<file path="config.mk">
export PLATFORM = sky130hd
export DESIGN_NAME = reparameterization_sampler_flat
export DESIGN_NICKNAME = d
export VERILOG_FILES = /design/src/rtl/reparameterization_sampler_if.sv /design/src/rtl/reparameterization_sampler.sv /design/src/flat_wrapper.sv
export SDC_FILE = /design/constraint.sdc
export NUM_CORES = 1
export LEC_CHECK = 0
export BUFFER_PORTS_ARGS = -buffer_cell sky130_fd_sc_hd__buf_2
export CELL_PAD_IN_SITES_DETAIL_PLACEMENT = 1
export CELL_PAD_IN_SITES_GLOBAL_PLACEMENT = 2
export CORE_ASPECT_RATIO = 2
export CORE_MARGIN = 1
export CORE_UTILIZATION = 38
export DETAILED_ROUTE_END_ITERATION = 7
export PLACE_DENSITY_LB_ADDON = 0.1
export REMOVE_ABC_BUFFERS = 1
export SLEW_MARGIN = 40
export SYNTH_ARGS = -nofsm -noshare
export SYNTH_HDL_FRONTEND = slang
export SYNTH_SLANG_ARGS = --single-unit
</file>
<file path="constraint.sdc">
create_clock -name clk -period 2.6 [get_ports clk]
set_clock_uncertainty 0.15 [all_clocks]
set_input_delay 0.26 -clock clk [delete_from_list [all_inputs] [get_ports clk]]
set_output_delay 0.26 -clock clk [all_outputs]
set_load 0.02 [all_outputs]
</file>
<file path="src/rtl/reparameterization_sampler_if.sv">
// ---------------------------------------------------------------------------
// reparameterization_sampler_if
// Groups the encoder fetch port and the decoder parametric-read port of the
// reparameterization sampler.
//   master : the sampler (drives encoder address, parametric data, enable)
//   slave  : the environment (encoder buffer + decoder)
// Signals:
//   Encoder_done            level, rising edge starts a run
//   Encoder_output_address  2-bit encoder read address (0/1 mu, 2/3 logvar)
//   Encoder_output_data     W-bit signed Q10.10, valid one cycle after address
//   Reparam_output_address  2-bit decoder read address
//   Parametric_data         W-bit registered read data
//   EnableReadParametric    high while z is valid
// ---------------------------------------------------------------------------
interface reparameterization_sampler_if #(
    parameter int W = 20
);
    logic         Encoder_done;
    logic [1:0]   Encoder_output_address;
    logic [W-1:0] Encoder_output_data;
    logic [1:0]   Reparam_output_address;
    logic [W-1:0] Parametric_data;
    logic         EnableReadParametric;

    modport master (
        input  Encoder_done,
        input  Encoder_output_data,
        input  Reparam_output_address,
        output Encoder_output_address,
        output Parametric_data,
        output EnableReadParametric
    );

    modport slave (
        output Encoder_done,
        output Encoder_output_data,
        output Reparam_output_address,
        input  Encoder_output_address,
        input  Parametric_data,
        input  EnableReadParametric
    );
endinterface

</file>
<file path="src/rtl/reparameterization_sampler.sv">
// ---------------------------------------------------------------------------
// reparameterization_sampler
// Computes the 2-entry VAE latent z = mu + exp(0.5*logvar)*eps in signed
// Q10.10, fetching mu/logvar from the encoder buffer and serving registered
// reads of z to the decoder.
// Ports:
//   clk    : rising-edge clock
//   reset  : asynchronous active-low reset
//   bus    : reparameterization_sampler_if.master (encoder fetch + decoder read)
// Optional feature macro: REPARAM_LFSR_EN
//   defined   -> eps is drawn from a 16-bit Fibonacci LFSR (taps 16,14,13,11)
//   undefined -> eps = 0, z = mu exactly (deterministic inference)
// ---------------------------------------------------------------------------
module reparameterization_sampler #(
    parameter int          LATENT         = 2,
    parameter int          integer_width  = 10,
    parameter int          fraction_width = 10,
    parameter logic [15:0] LFSR_SEED      = 16'hACE1
) (
    input  logic                          clk,
    input  logic                          reset,
    reparameterization_sampler_if.master  bus
);
    localparam int W  = integer_width + fraction_width;
    localparam int PW = 2 * W + 2;  // sigma (W+1 bits, unsigned) times eps, signed

    localparam logic signed [PW-1:0] Z_MAX_C = PW'((64'sd1 <<< (W - 1)) - 64'sd1);
    localparam logic signed [PW-1:0] Z_MIN_C = -Z_MAX_C - PW'(64'sd1);

    // Only two latents are indexed, and an all-zero seed would lock the LFSR.
    if (LATENT != 2 || LFSR_SEED == 16'h0000) begin : g_unsupported_config
        $error("reparameterization_sampler: unsupported LATENT or zero LFSR_SEED");
    end

    typedef enum logic [1:0] {
        IDLE    = 2'd0,
        FETCH   = 2'd1,
        COMPUTE = 2'd2,
        DONE    = 2'd3
    } state_t;

    state_t                state_q, state_d;
    logic [2:0]            cnt_q, cnt_d;
    logic                  done_prev_q;
    logic                  rise_s;
    logic [1:0]            addr_q, addr_d;
    logic [W-1:0]          rd_q, rd_d;
    logic                  en_q, en_d;
    logic signed [W-1:0]   mu_q [LATENT];
    logic signed [W-1:0]   mu_d [LATENT];
    logic signed [W-1:0]   lv_q [LATENT];
    logic signed [W-1:0]   lv_d [LATENT];
    logic signed [W-1:0]   z_q  [LATENT];
    logic signed [W-1:0]   z_d  [LATENT];
    logic [W:0]            sigma_q, sigma_d, sigma_s;
    logic signed [W-1:0]   eps_s;
    logic                  lat_s;
    logic signed [W-1:0]   y_s;
    logic signed [31:0]    yprod_s, t_s, kraw_s;
    logic signed [4:0]     kc_s;
    logic [10:0]           base_s;
    logic signed [PW-1:0]  sig_ext_s, eps_ext_s, prod_s, p_s, mu_ext_s, sum_s;
    logic signed [W-1:0]   zsat_s;

`ifdef REPARAM_LFSR_EN
    logic [15:0]           lfsr_q, lfsr_d;
    logic signed [W-1:0]   eps_q, eps_d;

    // Fibonacci step, taps 16,14,13,11 (bits 0,2,3,5 in right-shift form).
    function automatic logic [15:0] lfsr_step(input logic [15:0] s);
        return {s[0] ^ s[2] ^ s[3] ^ s[5], s[15:1]};
    endfunction

    assign eps_s = eps_q;
`else
    assign eps_s = {W{1'b0}};
`endif

    assign rise_s = bus.Encoder_done & ~done_prev_q;
    // Counter bit 1 selects the latent element during COMPUTE, bit 0 the A/B phase.
    assign lat_s  = cnt_q[1];

    assign bus.Encoder_output_address = addr_q;
    assign bus.Parametric_data        = rd_q;
    assign bus.EnableReadParametric   = en_q;

    // State register.
    always_ff @(posedge clk or negedge reset) begin
        if (!reset) begin
            state_q <= IDLE;
        end else begin
            state_q <= state_d;
        end
    end

    // Next-state logic; Encoder_done rises are only honoured in IDLE and DONE.
    always_comb begin
        state_d = state_q;
        case (state_q)
            IDLE: begin
                if (rise_s) state_d = FETCH;
                else        state_d = IDLE;
            end
            FETCH: begin
                if (cnt_q == 3'd4) state_d = COMPUTE;
                else               state_d = FETCH;
            end
            COMPUTE: begin
                if (cnt_q == 3'd3) state_d = DONE;
                else               state_d = COMPUTE;
            end
            DONE: begin
                if (rise_s) state_d = FETCH;
                else        state_d = DONE;
            end
            default: state_d = IDLE;
        endcase
    end

    // Cycle A: sigma = 2^(0.5*lv*log2(e)) via Mitchell approximation.
    always_comb begin
        y_s     = lv_q[lat_s] >>> 1;
        yprod_s = 32'(y_s) * 32'sd1477;
        t_s     = yprod_s >>> fraction_width;
        kraw_s  = t_s >>> fraction_width;
        base_s  = {1'b1, t_s[9:0]};
        if (kraw_s > 32'sd9) begin
            kc_s = 5'sd9;
        end else if (kraw_s < -32'sd10) begin
            kc_s = -5'sd10;
        end else begin
            kc_s = kraw_s[4:0];
        end
        if (kc_s >= 5'sd0) begin
            sigma_s = {{(W - 10){1'b0}}, base_s} << $unsigned(kc_s);
        end else begin
            sigma_s = {{(W - 10){1'b0}}, base_s} >> $unsigned(5'sd0 - kc_s);
        end
    end

    // Cycle B: z = sat(mu + (sigma*eps)>>>10).
    always_comb begin
        sig_ext_s = $signed({{(PW - W - 1){1'b0}}, sigma_q});
        eps_ext_s = PW'(eps_s);
        prod_s    = sig_ext_s * eps_ext_s;
        p_s       = prod_s >>> fraction_width;
        mu_ext_s  = PW'(mu_q[lat_s]);
        sum_s     = mu_ext_s + p_s;
        if (sum_s > Z_MAX_C) begin
            zsat_s = {1'b0, {(W - 1){1'b1}}};
        end else if (sum_s < Z_MIN_C) begin
            zsat_s = {1'b1, {(W - 1){1'b0}}};
        end else begin
            zsat_s = sum_s[W-1:0];
        end
    end

    // FSM outputs: fetch addressing/capture, compute writes, read port and enable.
    always_comb begin
        addr_d  = addr_q;
        mu_d    = mu_q;
        lv_d    = lv_q;
        z_d     = z_q;
        sigma_d = sigma_q;
`ifdef REPARAM_LFSR_EN
        lfsr_d  = lfsr_q;
        eps_d   = eps_q;
`endif
        if (state_d != state_q) begin
            cnt_d = 3'd0;
        end else if (state_q == FETCH || state_q == COMPUTE) begin
            cnt_d = cnt_q + 3'd1;
        end else begin
            cnt_d = 3'd0;
        end
        case (state_q)
            IDLE, DONE: begin
                if (rise_s) addr_d = 2'd0;
                else        addr_d = addr_q;
            end
            FETCH: begin
                if (cnt_q < 3'd3) addr_d = cnt_q[1:0] + 2'd1;
                else              addr_d = addr_q;
                // Data for the address issued at count c arrives at count c+1.
                case (cnt_q)
                    3'd1:    mu_d[0] = bus.Encoder_output_data;
                    3'd2:    mu_d[1] = bus.Encoder_output_data;
                    3'd3:    lv_d[0] = bus.Encoder_output_data;
                    3'd4:    lv_d[1] = bus.Encoder_output_data;
                    default: mu_d    = mu_q;
                endcase
            end
            COMPUTE: begin
                if (!cnt_q[0]) begin
                    sigma_d = sigma_s;
`ifdef REPARAM_LFSR_EN
                    eps_d   = {{(W - 12){lfsr_q[15]}}, lfsr_q[15:4]};
                    lfsr_d  = lfsr_step(lfsr_q);
`endif
                end else begin
                    z_d[lat_s] = zsat_s;
                end
            end
            default: addr_d = addr_q;
        endcase
        if (bus.Reparam_output_address[1]) rd_d = {W{1'b0}};
        else                               rd_d = z_q[bus.Reparam_output_address[0]];
        en_d = (state_d == DONE);
    end

    // Datapath and output registers.
    always_ff @(posedge clk or negedge reset) begin
        if (!reset) begin
            cnt_q       <= 3'd0;
            done_prev_q <= 1'b0;
            addr_q      <= 2'd0;
            rd_q        <= {W{1'b0}};
            en_q        <= 1'b0;
            mu_q        <= '{default: '0};
            lv_q        <= '{default: '0};
            z_q         <= '{default: '0};
            sigma_q     <= {(W + 1){1'b0}};
`ifdef REPARAM_LFSR_EN
            lfsr_q      <= LFSR_SEED;
            eps_q       <= {W{1'b0}};
`endif
        end else begin
            cnt_q       <= cnt_d;
            done_prev_q <= bus.Encoder_done;
            addr_q      <= addr_d;
            rd_q        <= rd_d;
            en_q        <= en_d;
            mu_q        <= mu_d;
            lv_q        <= lv_d;
            z_q         <= z_d;
            sigma_q     <= sigma_d;
`ifdef REPARAM_LFSR_EN
            lfsr_q      <= lfsr_d;
            eps_q       <= eps_d;
`endif
        end
    end
endmodule

</file>
<file path="src/flat_wrapper.sv">
// flat-port wrapper written by rule: the top's interface ports become plain ports
module reparameterization_sampler_flat 
#(
    parameter int          LATENT         = 2,
    parameter int          integer_width  = 10,
    parameter int          fraction_width = 10,
    parameter logic [15:0] LFSR_SEED      = 16'hACE1
)
  (clk, reset, bus_Encoder_done, bus_Encoder_output_data, bus_Reparam_output_address, bus_Encoder_output_address, bus_Parametric_data, bus_EnableReadParametric);
  reparameterization_sampler_if #(.W(20)) bus_i ();
  input  logic clk;
  input  logic reset;
  input wire logic [$bits(bus_i.Encoder_done)-1:0] bus_Encoder_done;
  input wire logic [$bits(bus_i.Encoder_output_data)-1:0] bus_Encoder_output_data;
  input wire logic [$bits(bus_i.Reparam_output_address)-1:0] bus_Reparam_output_address;
  output wire logic [$bits(bus_i.Encoder_output_address)-1:0] bus_Encoder_output_address;
  output wire logic [$bits(bus_i.Parametric_data)-1:0] bus_Parametric_data;
  output wire logic [$bits(bus_i.EnableReadParametric)-1:0] bus_EnableReadParametric;
  assign bus_i.Encoder_done = bus_Encoder_done;
  assign bus_i.Encoder_output_data = bus_Encoder_output_data;
  assign bus_i.Reparam_output_address = bus_Reparam_output_address;
  assign bus_Encoder_output_address = bus_i.Encoder_output_address;
  assign bus_Parametric_data = bus_i.Parametric_data;
  assign bus_EnableReadParametric = bus_i.EnableReadParametric;
  reparameterization_sampler #(.LATENT(LATENT), .integer_width(integer_width), .fraction_width(fraction_width), .LFSR_SEED(LFSR_SEED)) u_core (.clk(clk), .reset(reset), .bus(bus_i));
endmodule
</file>
# Yosys cells after proc, flatten, opt, wreduce, memory -nomap -nowiden
# Cells that the tools add are included.
[op_classes]
add_sub_neg = 2
magnitude_cmp = 6
n_eq_ne = 11
n_mux = 22
bitwise = 4
n_reduce_logical = 9
[op_table]
columns = ["op", "count"]
rows = [
  ["two-way mux 20 bit", 10],
  ["bitwise mux 40 bit", 1],
  ["demux 20 bit (select 1 bit)", 1],
  ["> comparator 20 bit, second input constant", 1],
  ["< comparator 20 bit, second input constant", 1],
  ["two-way mux 2 bit", 4],
  ["one-hot mux 2 bit (4 select lines)", 1],
  ["== test 2 bit, second input constant", 3],
  ["== test 3 x 2 -> 1 bit, second input constant", 2],
  ["two-way mux 3 bit", 2],
  ["AND reduction 2 bit", 3],
  [">= comparator 2 bit, second input constant", 2],
  ["NOT 1 -> 2 bit", 2],
  ["one-hot mux 2 bit (2 select lines)", 1],
  ["adder 3 x 1 -> 3 bit, second input constant", 1],
  ["== test 3 x 1 -> 1 bit, second input constant", 1],
  ["== test 3 bit, second input constant", 1],
  ["< comparator 3 x 2 -> 1 bit, second input constant", 1],
  ["AND reduction 3 bit", 1],
  ["adder 2 x 1 -> 2 bit, second input constant", 1],
  ["== test 2 x 1 -> 1 bit, second input constant", 1],
  ["logical NOT 2 bit", 1],
  ["< comparator 2 x 1 -> 1 bit, second input constant", 1],
  ["two-way mux 1 bit", 2],
  ["9 further kinds", 9],
]
[word_totals]
reg_bits = 109
in_bits = 25
wordCells = 64

# Longest topological paths before layout
# Gate-level depths: netlist (run 1).
[logic_depth]
depth_word = 8
mapped_depth = 6

# Least setup slack after synthesis (run 1)
# OpenSTA, ideal clock, no wires.
[synth_timing]
kind = "flip-flop to flip-flop"
start = "reg u_core.cnt_q[0]"
end = "reg u_core.cnt_q[0]"
setup_time_ns = 0.105
t_arrival_ns = 1.663
t_required_ns = 2.345
slack_ns = 0.681
path_stages_with_launch = 7
path_buffers = 0
cell_sequence = "dfrtp_1 ha_1 ha_1 a211oi_1 a2bb2oi_4 xnor2_1 nor4b_1"
[synth_via]
elab_chain_cells = 5
elab_cells_between_ends = 9
cone_classes = "1 x add/sub; 3 x eq/ne; 5 x mux"
[synth_lines]
columns = ["item", "line", "rtl"]
rows = [
  ["start: declaration", "reparameterization_sampler.sv:43", "logic [2:0] cnt_q, cnt_d;"],
  ["start signal: assignment", "reparameterization_sampler.sv:228", "cnt_q <= cnt_d;"],
  ["== test 3 x 2 -> 1 bit or == test 3 bit (tied branches)", "reparameterization_sampler.sv:109, reparameterization_sampler.sv:105", ""],
  ["two-way mux 1 bit or two-way mux 2 bit (tied branches)", "reparameterization_sampler.sv:109, reparameterization_sampler.sv:105", ""],
  ["one-hot mux 2 bit (4 select lines) (*)", "reparameterization_sampler.sv:99", "case (state_q)"],
  ["net u_core.state_d[0]", "reparameterization_sampler.sv:42", "state_t state_q, state_d;"],
  ["!= test 2 bit (*)", "reparameterization_sampler.sv:169", "if (state_d != state_q) begin"],
  ["two-way mux 3 bit (*)", "reparameterization_sampler.sv:169", ""],
  ["net u_core.cnt_d[0]", "reparameterization_sampler.sv:43", ""],
]
# The timed path passes the listed nets; every way through them passes the cells marked *.
# A chain may end at the register's enable or synchronous reset.

# Final worst setup path (run 1)
# Same ends and word-level chain as after synthesis.

==> results of run 1 <==
-- power by group through the flow --
stage	registers, uW	clock network, uW	logic (uW)
2_1_floorplan	2290	0	581
3_3_place_gp	2310	0	822
3_5_place_dp	2330	0	861
4_1_cts	2300	1460	886
5_1_grt	2360	1520	957
6_report	2290	1410	854
-- per-stage QoR --
stage / util (%) / total power (uW) / std cells / hold slack [ps]
global route: 47.7 / 4840 / 501 / 0.169
floorplan: - / 2870 / 273 / -186
global placement: 43.4 / 3130 / 469 / 74.3
finish: 47.7 / 4560 / 501 / 6.45
detailed placement: 43.4 / 3200 / 469 / 71.9
CTS: 47.7 / 4650 / 501 / 2.33
-- cell type report --
class	instances	area, sq um	share of cell area (%)
repair buffers	72	478	9.16
multi-input cells	156	1500	28.7
inverters	8	30.0	0.575
flip-flops and latches	109	2730	52.3
well taps	140	175	3.36
clock inverters	4	55.1	1.05
clock buffers	12	256	4.91
-- layout by cell type (no fill, tap or decap), types with 2 or more instances in the layout --
cell and n:
dfrtp_1 109, mux2_1 81, buf_2 46, mux2i_1 21, nor2_1 21, dlygate4sd3_1 16, ha_1 9, clkbuf_16 9
buf_4 9, inv_1 7, nand2_1 4, nor2b_1 3, xnor2_1 2, nor4b_1 2, nand3_1 2, clkbuf_8 2
-- what timing repair did --
| action | CTS | global route |
|---|---|---|
| setup endpoints to repair | 0 | 0 |
| hold buffers | 16 | 0 |
| endpoints found under the hold margin | 51 | 0 |
-- metal layers --
metal	global-route usage, %	routed length (microns)	up-vias
met5	0	0	-
met1	19.1	3440	1283
met4	6.47	142	0
li1	-	-	1118
met2	28.8	4670	33
met3	3.29	234	11
-- registers in the layout, indices dropped and copies added, names as in the netlist --
register	flops
u_core.z_q	40
u_core.state_q	2
u_core.cnt_q	3
u_core.bus.Encoder_output_address	2
u_core.mu_q	40
u_core.bus.EnableReadParametric	1
u_core.done_prev_q	1
u_core.bus.Parametric_data	20
-- worst register-to-register path, cell delays in order (launching register included) --
cell and delay (ps):
dfrtp_1 470, ha_1 250, ha_1 200, a211oi_1 410, a2bb2oi_4 110, xnor2_1 170, nor4b_1 250
-- cell families after synthesis --
family,after synthesis,share of synthesized area (%)
AND/OR/NAND/NOR,35,3.71
adder cells (fa/ha/maj),9,2.61
AO/OA/AOI/OAI,8,1.94
multiplexers,102,26.0
flip-flops,109,63.3
buffers and inverters,20,2.03
XOR/XNOR,2,0.406
-- worst max path at each step --
stage | end | slack [ps] | cells after the start
detailed placement | u_core.cnt_q[0] | 510 | 6
CTS | u_core.cnt_q[0] | 480 | 6
global route | u_core.cnt_q[0] | 320 | 6
global placement | u_core.cnt_q[0] | 540 | 6
finish | u_core.cnt_q[0] | 490 | 6
floorplan | u_core.mu_q[20] | 620 | 5
==> results.tsv, run 1 <==
stage	metric	value	unit
clocking	CTS tree	done	
layout	layout cells sized above 1	20.8	%
die	Die Ht	153	microns
yosys	Main synth FF type	dfrtp_1	
die	IO Count	48	
yosys	Syn Area/Cell	15.1	sq um
global_routing	global-route wire length before repair	14500	microns
worst_setup_path	Worst path max stage delay	470	ps
route	DRT iter0 DRCs	104	
layout	synth-to-layout area growth	21.0	%
die	starting utilization of the core area	39.4	%
clocking	clock buffer depth	2	
yosys	Post-synth EDFFs	0	
route	routed len/inst	16.9	microns
worst_setup_path	crit path kind	flip-flop to flip-flop	
place	RD Place Congestion	0.676	
route	# DRC	0	
place	placed standard-cell area	4750	sq um
sta	Max Fclk	0.474	GHz
pwr	pwr/cell area	873	nW/um^2
worst_setup_path	Worst Path Arrival	2190	ps
pwr	Worst IR Drop VDD	569	uV
yosys	Synthesis Warnings	0	
sta	Max Slew Vio Count	0	
clocking	H-tree levels	3	
die	Die Wd	77.3	microns
pwr	leakage power	0.00263	uW
global_routing	initial antenna violation count	0	
hold_path	Worst Hold End	u_core.mu_q[7]	
hold_path	HP Start	bus_Encoder_output_data[7]	
route	Vias/cell	4.88	
global_routing	Overflow after GRT	0	
sta	worst slew pin tran	727	ps
sta	final setup vio count	0	
sta	setup ws final	490	ps
worst_setup_path	Crit path top cell by count	ha_1	
pwr	switching portion of total power	26.5	%
yosys	Synth cell types	25	
pwr	Int Pwr	3350	uW
run_status	status	completed	
route	total wire length	8480	microns
route	DRT antenna net count	0	
clocking	CTS Buf Count	9	
yosys	register area share after synthesis	63.3	%
worst_setup_path	Worst setup startpoint	u_core.cnt_q[0]	
worst_setup_path	reg2reg path depth	6	
place	worst slack at placement	506	ps
hold_path	HP Class	input pin to flip-flop	
worst_setup_path	Worst Path Max Fanout	8	
clocking	Post-CTS Setup Bufs	0	
route	Vias	2445	
worst_setup_path	CP required	2680	ps
yosys	Synth top area share	63.3	%
yosys	dominant cell type by area after synthesis	dfrtp_1	
clocking	clk_lat worst skew	340	ps
layout	Ant. Diodes	0	
worst_setup_path	Crit path max-delay family	compound AO/OA/AOI/OAI gates	
layout	Fill cells	1130	
sta	final worst-path cycle share	81.2	%
yosys	post-synthesis cell count	285	
yosys	count leader, synth	dfrtp_1	
die	CORE AREA	10900	sq um
pwr	Net Sw Power	1210	uW
pwr	Comb power frac	18.7	%
place	post-detail-place hpwl	5610	microns
worst_setup_path	worst reg2reg startpoint	u_core.cnt_q[0]	
hold_path	Worst Hold Path Cells	2	
layout	Final Cell Area	5220	sq um
run	max cap viols	0	
worst_setup_path	Worst setup EP type	flip-flop	
place	IO buf count	47	
pwr	sequential share of power	50.3	%
route	drt first pass iters	4	
clocking	Clock Pin Slew Worst Setup and Hold Paths	70	ps
yosys	asr flop ratio synth	100	%
clocking	clock sinks	109	
worst_setup_path	Slowest-stage cell, CP	dfrtp_1	
yosys	synth top area cells	dfrtp_1 63%, mux2_1 21%, mux2i_1 4.9%	
die	row cnt	54	
sta	setup TNS	0	ps
global_routing	largest net degree at the start of global routing	44	
clocking	post-CTS resize count	0	
global_routing	vias in the first global route	2741	
pwr	clock power share	30.9	%
yosys	Seq cells post-synth	109	
sta	unrepaired setup endpoints after global routing	false	
sta	Slew HR	51.5	%
yosys	Syn Std Cell Area	4310	sq um
worst_setup_path	R2R Setup Slk	490	ps
layout	fin nets	390	
sta	Final Hold Fails	0	
clocking	root buffer cell	clkbuf_16	
global_routing	all-layer global routing usage	16.3	%
worst_setup_path	WP buf/inv	0	
worst_setup_path	reg2reg end	u_core.cnt_q[0]	
yosys	most frequent cells after synthesis	109 x dfrtp_1, 81 x mux2_1, 21 x mux2i_1, 21 x nor2_1, 10 x buf_2	
die	Die Area	11800	sq um
worst_setup_path	worst-path cell chain	ha_1 -> ha_1 -> a211oi_1 -> a2bb2oi_4 -> xnor2_1 -> nor4b_1	
worst_setup_path	startpoint types	flip-flop	
sta	Final min period	2110	ps
Power figures use the tool's default switching activity.
==> run 2: changes to the inputs <==
--- a/config.mk
+++ b/config.mk
@@ -5,12 +5,13 @@
 export SDC_FILE = /design/constraint.sdc
 export NUM_CORES = 1
 export LEC_CHECK = 0
+export ABC_AREA = 1
 export BUFFER_PORTS_ARGS = -buffer_cell sky130_fd_sc_hd__buf_2
 export CELL_PAD_IN_SITES_DETAIL_PLACEMENT = 1
 export CELL_PAD_IN_SITES_GLOBAL_PLACEMENT = 2
 export CORE_ASPECT_RATIO = 2
 export CORE_MARGIN = 1
-export CORE_UTILIZATION = 38
+export CORE_UTILIZATION = 33
 export DETAILED_ROUTE_END_ITERATION = 7
 export PLACE_DENSITY_LB_ADDON = 0.1
 export REMOVE_ABC_BUFFERS = 1
==> constraint.sdc (replaced) <==
create_clock -name clk -period 1.9 [get_ports clk]
set_clock_uncertainty 0.15 [all_clocks]
set_input_delay 0.19 -clock clk [delete_from_list [all_inputs] [get_ports clk]]
set_output_delay 0.19 -clock clk [all_outputs]
set_load 0.02 [all_outputs]
==> run 2 against run 1 <==
Non-clock buffer count up 9. Largest power group unchanged. Area after synthesis grew 4.8%. Critical path type unchanged. Utilization down 7.1 points. Synthesized cell count up 68%.
==> results.tsv, run 2 <==
stage	metric	value	unit	change
route	drt first pass iters	6		was 4
clocking	Clock Pin Slew Worst Setup and Hold Paths	80	ps	was 70 ps
route	routed len/inst	15.0	microns	was 16.9 microns
run_status	status	completed		unchanged
yosys	Synth top area share	60.4	%	was 63.3%
layout	most frequent cells in the layout	109 x dfrtp_1, 104 x nand2_1, 68 x inv_1, 61 x o21ai_0, 46 x buf_2		was 109 x dfrtp_1, 81 x mux2_1, 46 x buf_2, 21 x mux2i_1, 21 x nor2_1
worst_setup_path	CP required	2010	ps	was 2680 ps
worst_setup_path	Worst setup endpoint	u_core.z_q[13]		was u_core.cnt_q[0]
place	post-detail-place hpwl	6640	microns	was 5610 microns
layout	final core utilization	40.6	%	was 47.7%
clocking	H-tree levels	3		unchanged
global_routing	met3 Usage GRT	2.41	%	was 3.29%
global_routing	initial antenna violation count	0		unchanged
global_routing	global-route wire length before repair	18200	microns	was 14,500 microns
sta	worst slew pin tran	571	ps	was 727 ps
worst_setup_path	startpoint types	flip-flop		unchanged
worst_setup_path	Worst setup EP type	flip-flop		unchanged
global_routing	busiest grt layer	met2		unchanged
worst_setup_path	worst-path cell chain	inv_1 -> ha_1 -> inv_2 -> nor2_4 -> buf_12 -> o211ai_1 -> o21ai_1		was ha_1 -> ha_1 -> a211oi_1 -> a2bb2oi_4 -> xnor2_1 -> nor4b_1
worst_setup_path	Worst Path Arrival	1800	ps	was 2190 ps
die	starting utilization of the core area	33.6	%	was 39.4%
route	Vias/cell	4.79		was 4.88
yosys	dominant cell type by area after synthesis	dfrtp_1		unchanged
pwr	leakage power	0.00277	uW	was 0.00263 uW
die	Die Ht	167	microns	was 153 microns
clocking	clock buffer depth	2		unchanged
worst_setup_path	Worst path max stage delay	430	ps	was 470 ps
layout	Ant. Diodes	0		unchanged
place	IO buf count	47		unchanged
sta	unrepaired setup endpoints after global routing	false		unchanged
die	CORE AREA	13400	sq um	was 10,900 sq um
yosys	Seq cells post-synth	109		unchanged
sta	final worst-path cycle share	88.9	%	was 81.2%
sta	final setup vio count	0		unchanged
sta	Final Hold Fails	0		unchanged
global_routing	global routing usage on met2	31.0	%	was 28.8%
die	Die Area	14200	sq um	was 11,800 sq um
yosys	Synthesis Warnings	0		unchanged
run	max cap viols	0		unchanged
sta	Final min period	1690	ps	was 2110 ps
place	RD Place Congestion	0.709		was 0.676
global_routing	met1 Resource Use GR	18.7	%	was 19.1%
yosys	count leader, synth	dfrtp_1		unchanged
yosys	asr flop ratio synth	100	%	unchanged
layout	commonest non-fill, non-tap cell in the layout	dfrtp_1		unchanged
worst_setup_path	Worst Path Max Fanout	40		was 8
clocking	clk_lat worst skew	340	ps	about the same
route	total wire length	10600	microns	was 8480 microns
yosys	Post-synth EDFFs	0		unchanged
worst_setup_path	Critical Path Stages	7		was 6
route	# DRC	0		unchanged
yosys	most frequent cells after synthesis	109 x dfrtp_1, 104 x nand2_1, 68 x inv_1		was 109 x dfrtp_1, 81 x mux2_1, 21 x mux2i_1, 21 x nor2_1, 10 x buf_2
pwr	Design Power	6160	uW	was 4560 uW
die	Die Wd	84.7	microns	was 77.3 microns
global_routing	Overflow after GRT	0		unchanged
layout	synth-to-layout area growth	20.7	%	was 21.0%
sta	Slew HR	62.0	%	was 51.5%
clocking	CTS Buf Count	9		unchanged
pwr	Worst IR Drop VDD	491	uV	was 569 uV
yosys	Synth cell types	19		was 25
global_routing	all-layer global routing usage	16.6	%	was 16.3%
layout	layout cells sized above 1	15.1	%	was 20.8%
die	row cnt	60		was 54
worst_setup_path	Crit path max-delay family	buffers and inverters		was compound AO/OA/AOI/OAI gates
route	Vias	3367		was 2,445
worst_setup_path	crit path kind	flip-flop to flip-flop		unchanged
global_routing	largest net degree at the start of global routing	44		unchanged
route	DRT iter0 DRCs	140		was 104
clocking	root buffer cell	clkbuf_16		unchanged
yosys	Main synth FF type	dfrtp_1		unchanged
sta	Fin Hold WS	143	ps	was 6.45 ps
worst_setup_path	Slowest-stage cell, CP	dfrtp_1		unchanged
global_routing	vias in the first global route	3669		was 2,741
yosys	Syn Area/Cell	9.45	sq um	was 15.1 sq um
yosys	synth top area cells	dfrtp_1 60%, nand2_1 8.6%, o21ai_0 6.8%		was dfrtp_1 63%, mux2_1 21%, mux2i_1 4.9%
clocking	Post-CTS Setup Bufs	0		unchanged
worst_setup_path	worst reg2reg startpoint	u_core.state_q[0]		was u_core.cnt_q[0]
clocking	CTS tree	done		unchanged
worst_setup_path	reg2reg end	u_core.z_q[13]		was u_core.cnt_q[0]
hold_path	HP Class	input pin to flip-flop		unchanged
yosys	Syn Std Cell Area	4520	sq um	was 4310 sq um
sta	setup TNS	0	ps	unchanged
pwr	pwr/cell area	1130	nW/um^2	was 873 nW/um^2
sta	Max Fclk	0.592	GHz	was 0.474 GHz
die	IO Count	48		unchanged
clocking	clock sinks	109		unchanged
route	DRT antenna net count	0		unchanged
worst_setup_path	Worst setup startpoint	u_core.state_q[0]		was u_core.cnt_q[0]
sta	Max Slew Vio Count	0		unchanged
worst_setup_path	WP buf/inv	3		was 0
layout	fin nets	577		was 390
worst_setup_path	R2R Setup Slk	210	ps	was 490 ps
worst_setup_path	reg2reg path depth	7		was 6
yosys	register area share after synthesis	60.4	%	was 63.3%
yosys	post-synthesis cell count	478		was 285
## run 2: cell types whose count changed after synthesis, moves of 19 or more
| cell | delta |
|---|---|
| nand2_1 | +100 |
| mux2_1 | -81 |
| inv_1 | +61 |
| o21ai_0 | +61 |
| mux2i_1 | -21 |
| o21ai_1 | +21 |
| o211ai_1 | +20 |
| a211oi_1 | +19 |
## run 2: cell type report
| class | instances | area, sq um |
|---|---|---|
| Fill cell | 1550 | 7990 |
| Sequential cell | 109 | 2730 |
| Multi-Input combinational cell | 271 | 1400 |
| Timing Repair Buffer | 81 | 598 |
| Inverter | 71 | 267 |
| Clock buffer | 12 | 236 |
| Tap cell | 155 | 194 |
| Clock inverter | 4 | 32.5 |
## run 2: metal layers
| metal | vias up | wire length (microns) |
|---|---|---|
| met3 | 9 | 256 |
| met2 | 43 | 5870 |
| met5 | - | 0 |
| met1 | 1662 | 4290 |
| met4 | 0 | 166 |
| li1 | 1653 | - |
## run 2: cells by family (layout without fill, tap and decap cells)
logic type               count (synthesis)  in the layout  synth area share [%]
AO/OA/AOI/OAI                          123            123                  15.8
adder cells (fa/ha/maj)                  9              9                  2.49
buffers and inverters                   98            168                  8.86
flip-flops                             109            109                  60.4
AND/OR/NAND/NOR                        139            139                  12.4
## run 2: worst reg2reg max path, delay by kind of cell, from the launching register on
family	cells	cell delay, ps
AOI/OAI and AO/OA	2	230
adders and majority gates	1	230
buffers and inverters	3	450
DFF	1	430
and+or+nand+nor	1	120
## run 2: power breakdown
group | internal, uW | leakage, uW | switching (uW)
registers | 2790 | 0.00141 | 256
clock network | 900 | 0.000123 | 851
logic | 493 | 0.00125 | 869
## run 2: through the flow
stage                     instance area [sq um]  instances  setup WS, ps
after floorplan                            4380        451          -199
after global placement                     4960        665           167
after detailed placement                   4960        665          94.5
after CTS                                  5450        703          82.6
after global routing                       5450        703          15.1
final                                      5450        703           211
## run 2: how the worst min path moves through the flow
stage          slack, ps  cells after the start                         endpoint                     startpoint
2_1_floorplan       -260                      0  u_core.bus.EnableReadParametric                          reset
3_5_place_dp          80                      1                   u_core.z_q[10]                          reset
5_1_grt              160                      3   u_core.bus.Parametric_data[10]  bus_Reparam_output_address[0]
4_1_cts              140                      3   u_core.bus.Parametric_data[10]  bus_Reparam_output_address[0]
6_report             140                      3   u_core.bus.Parametric_data[10]  bus_Reparam_output_address[0]
3_3_place_gp          80                      1   u_core.bus.Parametric_data[10]                          reset
## run 2: repair_timing
item | CTS | global route
gates resized for setup | 0 | 1
hold endpoints to repair | 76 | 0
endpoints found under the setup margin | 0 | 5
hold buffers | 22 | 0
==> run 3: changes to the inputs <==
--- a/config.mk
+++ b/config.mk
@@ -10,7 +10,7 @@
 export CELL_PAD_IN_SITES_DETAIL_PLACEMENT = 1
 export CELL_PAD_IN_SITES_GLOBAL_PLACEMENT = 2
 export CORE_ASPECT_RATIO = 2
-export CORE_MARGIN = 1
+export CORE_MARGIN = 5
 export CORE_UTILIZATION = 33
 export DETAILED_ROUTE_END_ITERATION = 7
 export PLACE_DENSITY_LB_ADDON = 0.1
==> run 3 against run 2 <==
Wire length grew 2.1%. Setup slack better by 4.2 ps. Cell count is 0.14% lower.
==> results.tsv, run 3 (synthesized netlist as in run 2, its figures left out) <==
stage	metric	value	unit	change
run_status	status	completed		unchanged
worst_setup_path	CP required	2020	ps	was 2010 ps
clocking	clock sinks	109		unchanged
sta	Max Slew Vio Count	0		unchanged
die	IO Count	48		unchanged
worst_setup_path	Slowest-stage cell, CP	dfrtp_2		was dfrtp_1
route	drt first pass iters	4		was 6
sta	Max Fclk	0.593	GHz	was 0.592 GHz
global_routing	initial antenna violation count	0		unchanged
sta	Slew HR	62.9	%	was 62.0%
clocking	clock buffer depth	2		unchanged
clocking	CTS Buf Count	9		unchanged
route	DRT iter0 DRCs	87		was 140
global_routing	all-layer global routing usage	14.4	%	was 16.6%
layout	commonest non-fill, non-tap cell in the layout	dfrtp_1		unchanged
sta	final setup vio count	0		unchanged
worst_setup_path	R2R Setup Slk	210	ps	about the same
place	IO buf count	47		unchanged
global_routing	global-route wire length before repair	18300	microns	was 18,200 microns
route	total wire length	10800	microns	was 10,600 microns
die	Die Area	16300	sq um	was 14,200 sq um
layout	layout cells sized above 1	15.5	%	was 15.1%
layout	most frequent cells in the layout	107 x dfrtp_1, 104 x nand2_1, 68 x inv_1, 61 x o21ai_0, 46 x buf_2		was 109 x dfrtp_1, 104 x nand2_1, 68 x inv_1, 61 x o21ai_0, 46 x buf_2
die	Die Wd	92.7	microns	was 84.7 microns
die	Die Ht	175	microns	was 167 microns
pwr	leakage power	0.00279	uW	was 0.00277 uW
global_routing	vias in the first global route	3760		was 3,669
sta	Final min period	1690	ps	about the same
hold_path	HP Class	input pin to flip-flop		unchanged
worst_setup_path	Worst Path Max Fanout	40		unchanged
route	routed len/inst	15.4	microns	was 15.0 microns
clocking	H-tree levels	3		unchanged
layout	fin nets	576		was 577
clocking	clk_lat worst skew	340	ps	about the same
sta	setup TNS	0	ps	unchanged
place	Inst Count DP	662		was 665
pwr	pwr/cell area	1150	nW/um^2	was 1130 nW/um^2
layout	Finished Layout Cells	702		was 703
route	Vias/cell	4.88		was 4.79
sta	worst slew pin tran	556	ps	was 571 ps
worst_setup_path	startpoint types	flip-flop		unchanged
global_routing	largest net degree at the start of global routing	52		was 44
place	post-detail-place hpwl	6840	microns	was 6640 microns
sta	Final Hold Fails	0		unchanged
die	starting utilization of the core area	33.6	%	unchanged
die	row cnt	60		unchanged
worst_setup_path	Worst path max stage delay	440	ps	was 430 ps
global_routing	Overflow after GRT	0		unchanged
layout	Ant. Diodes	0		unchanged
worst_setup_path	worst-path cell chain	inv_1 -> ha_1 -> inv_2 -> nor2_4 -> buf_12 -> o211ai_1 -> o21ai_0		was inv_1 -> ha_1 -> inv_2 -> nor2_4 -> buf_12 -> o211ai_1 -> o21ai_1
clocking	CTS tree	done		unchanged
sta	final worst-path cycle share	88.7	%	was 88.9%
route	# DRC	0		unchanged
layout	synth-to-layout area growth	21.5	%	was 20.7%
route	Vias	3426		was 3,367
clocking	root buffer cell	clkbuf_16		unchanged
worst_setup_path	Worst Path Arrival	1800	ps	about the same
place	RD Place Congestion	0.751		was 0.709
pwr	Design Power	6290	uW	was 6160 uW
clocking	Clock Pin Slew Worst Setup and Hold Paths	70	ps	was 80 ps
run	max cap viols	0		unchanged
worst_setup_path	crit path kind	flip-flop to flip-flop		unchanged
route	DRT antenna net count	0		unchanged
sta	unrepaired setup endpoints after global routing	false		unchanged
worst_setup_path	Worst setup EP type	flip-flop		unchanged
die	CORE AREA	13400	sq um	unchanged
pwr	Worst IR Drop VDD	477	uV	was 491 uV
==> run 3: worst paths after layout <==
path / start / endpoint / cells past startpoint
worst min register to register: u_core.mu_q[27] / u_core.mu_q[27] / 2
max in group asynchronous: reset / u_core.z_q[27] / 3
min in group asynchronous: reset / u_core.mu_q[21] / 2
worst max-delay path: u_core.state_q[0] / u_core.z_q[12] / 7
worst max register to register: u_core.state_q[0] / u_core.z_q[12] / 7
worst min-delay path: bus_Reparam_output_address[0] / u_core.bus.Parametric_data[10] / 3
==> run 3: final cells by class <==
type | count | area [sq um]
clock buffer | 13 | 250
clock inverter | 3 | 45.0
fill | 1563 | 7950
inverter | 71 | 267
multi-input combinational | 271 | 1400
sequential | 109 | 2730
tap | 155 | 194
timing repair buffer | 80 | 603
==> run 3: critical path, delay by kind of cell (launching register included) <==
kind,cells,cell delay [ps]
AO/OA/AOI/OAI,2,220
flip-flops,1,440
adder cells (fa/ha/maj),1,230
AND/OR/NAND/NOR,1,120
buffers and inverters,3,420
==> run 3: what timing repair did <==
action                     in CTS  in global routing
hold endpoints to repair       99                  0
gates resized for setup         0                  3
hold buffers                   22                  0
setup endpoints to repair       0                  9
setup buffers                   0                  2
==> run 3: routing by layer <==
metal / vias to the layer above / wire, microns / track usage (%)
met5: - / 0 / 0
met4: 0 / 242 / 5.44
met3: 18 / 301 / 2.57
met2: 44 / 6020 / 27.6
met1: 1714 / 4240 / 15.2
li1: 1650 / - / -
==> run 3: per-stage QoR <==
step	utilization [%]	hold slack (ps)	worst slack, ps	cell area, sq um
final	40.9	122	215	5490
after global routing	40.9	145	26.7	5490
after CTS	40.7	106	92.6	5470
after detailed placement	36.9	-8.41	104	4960
after global placement	36.9	-18.8	168	4960
after floorplan	-	-256	-199	4380
==> run 3: power breakdown <==
| part | switching, uW | total, uW | internal (uW) |
|---|---|---|---|
| combinational | 860 | 1360 | 504 |
| clock | 819 | 1880 | 1060 |
| sequential | 253 | 3050 | 2800 |
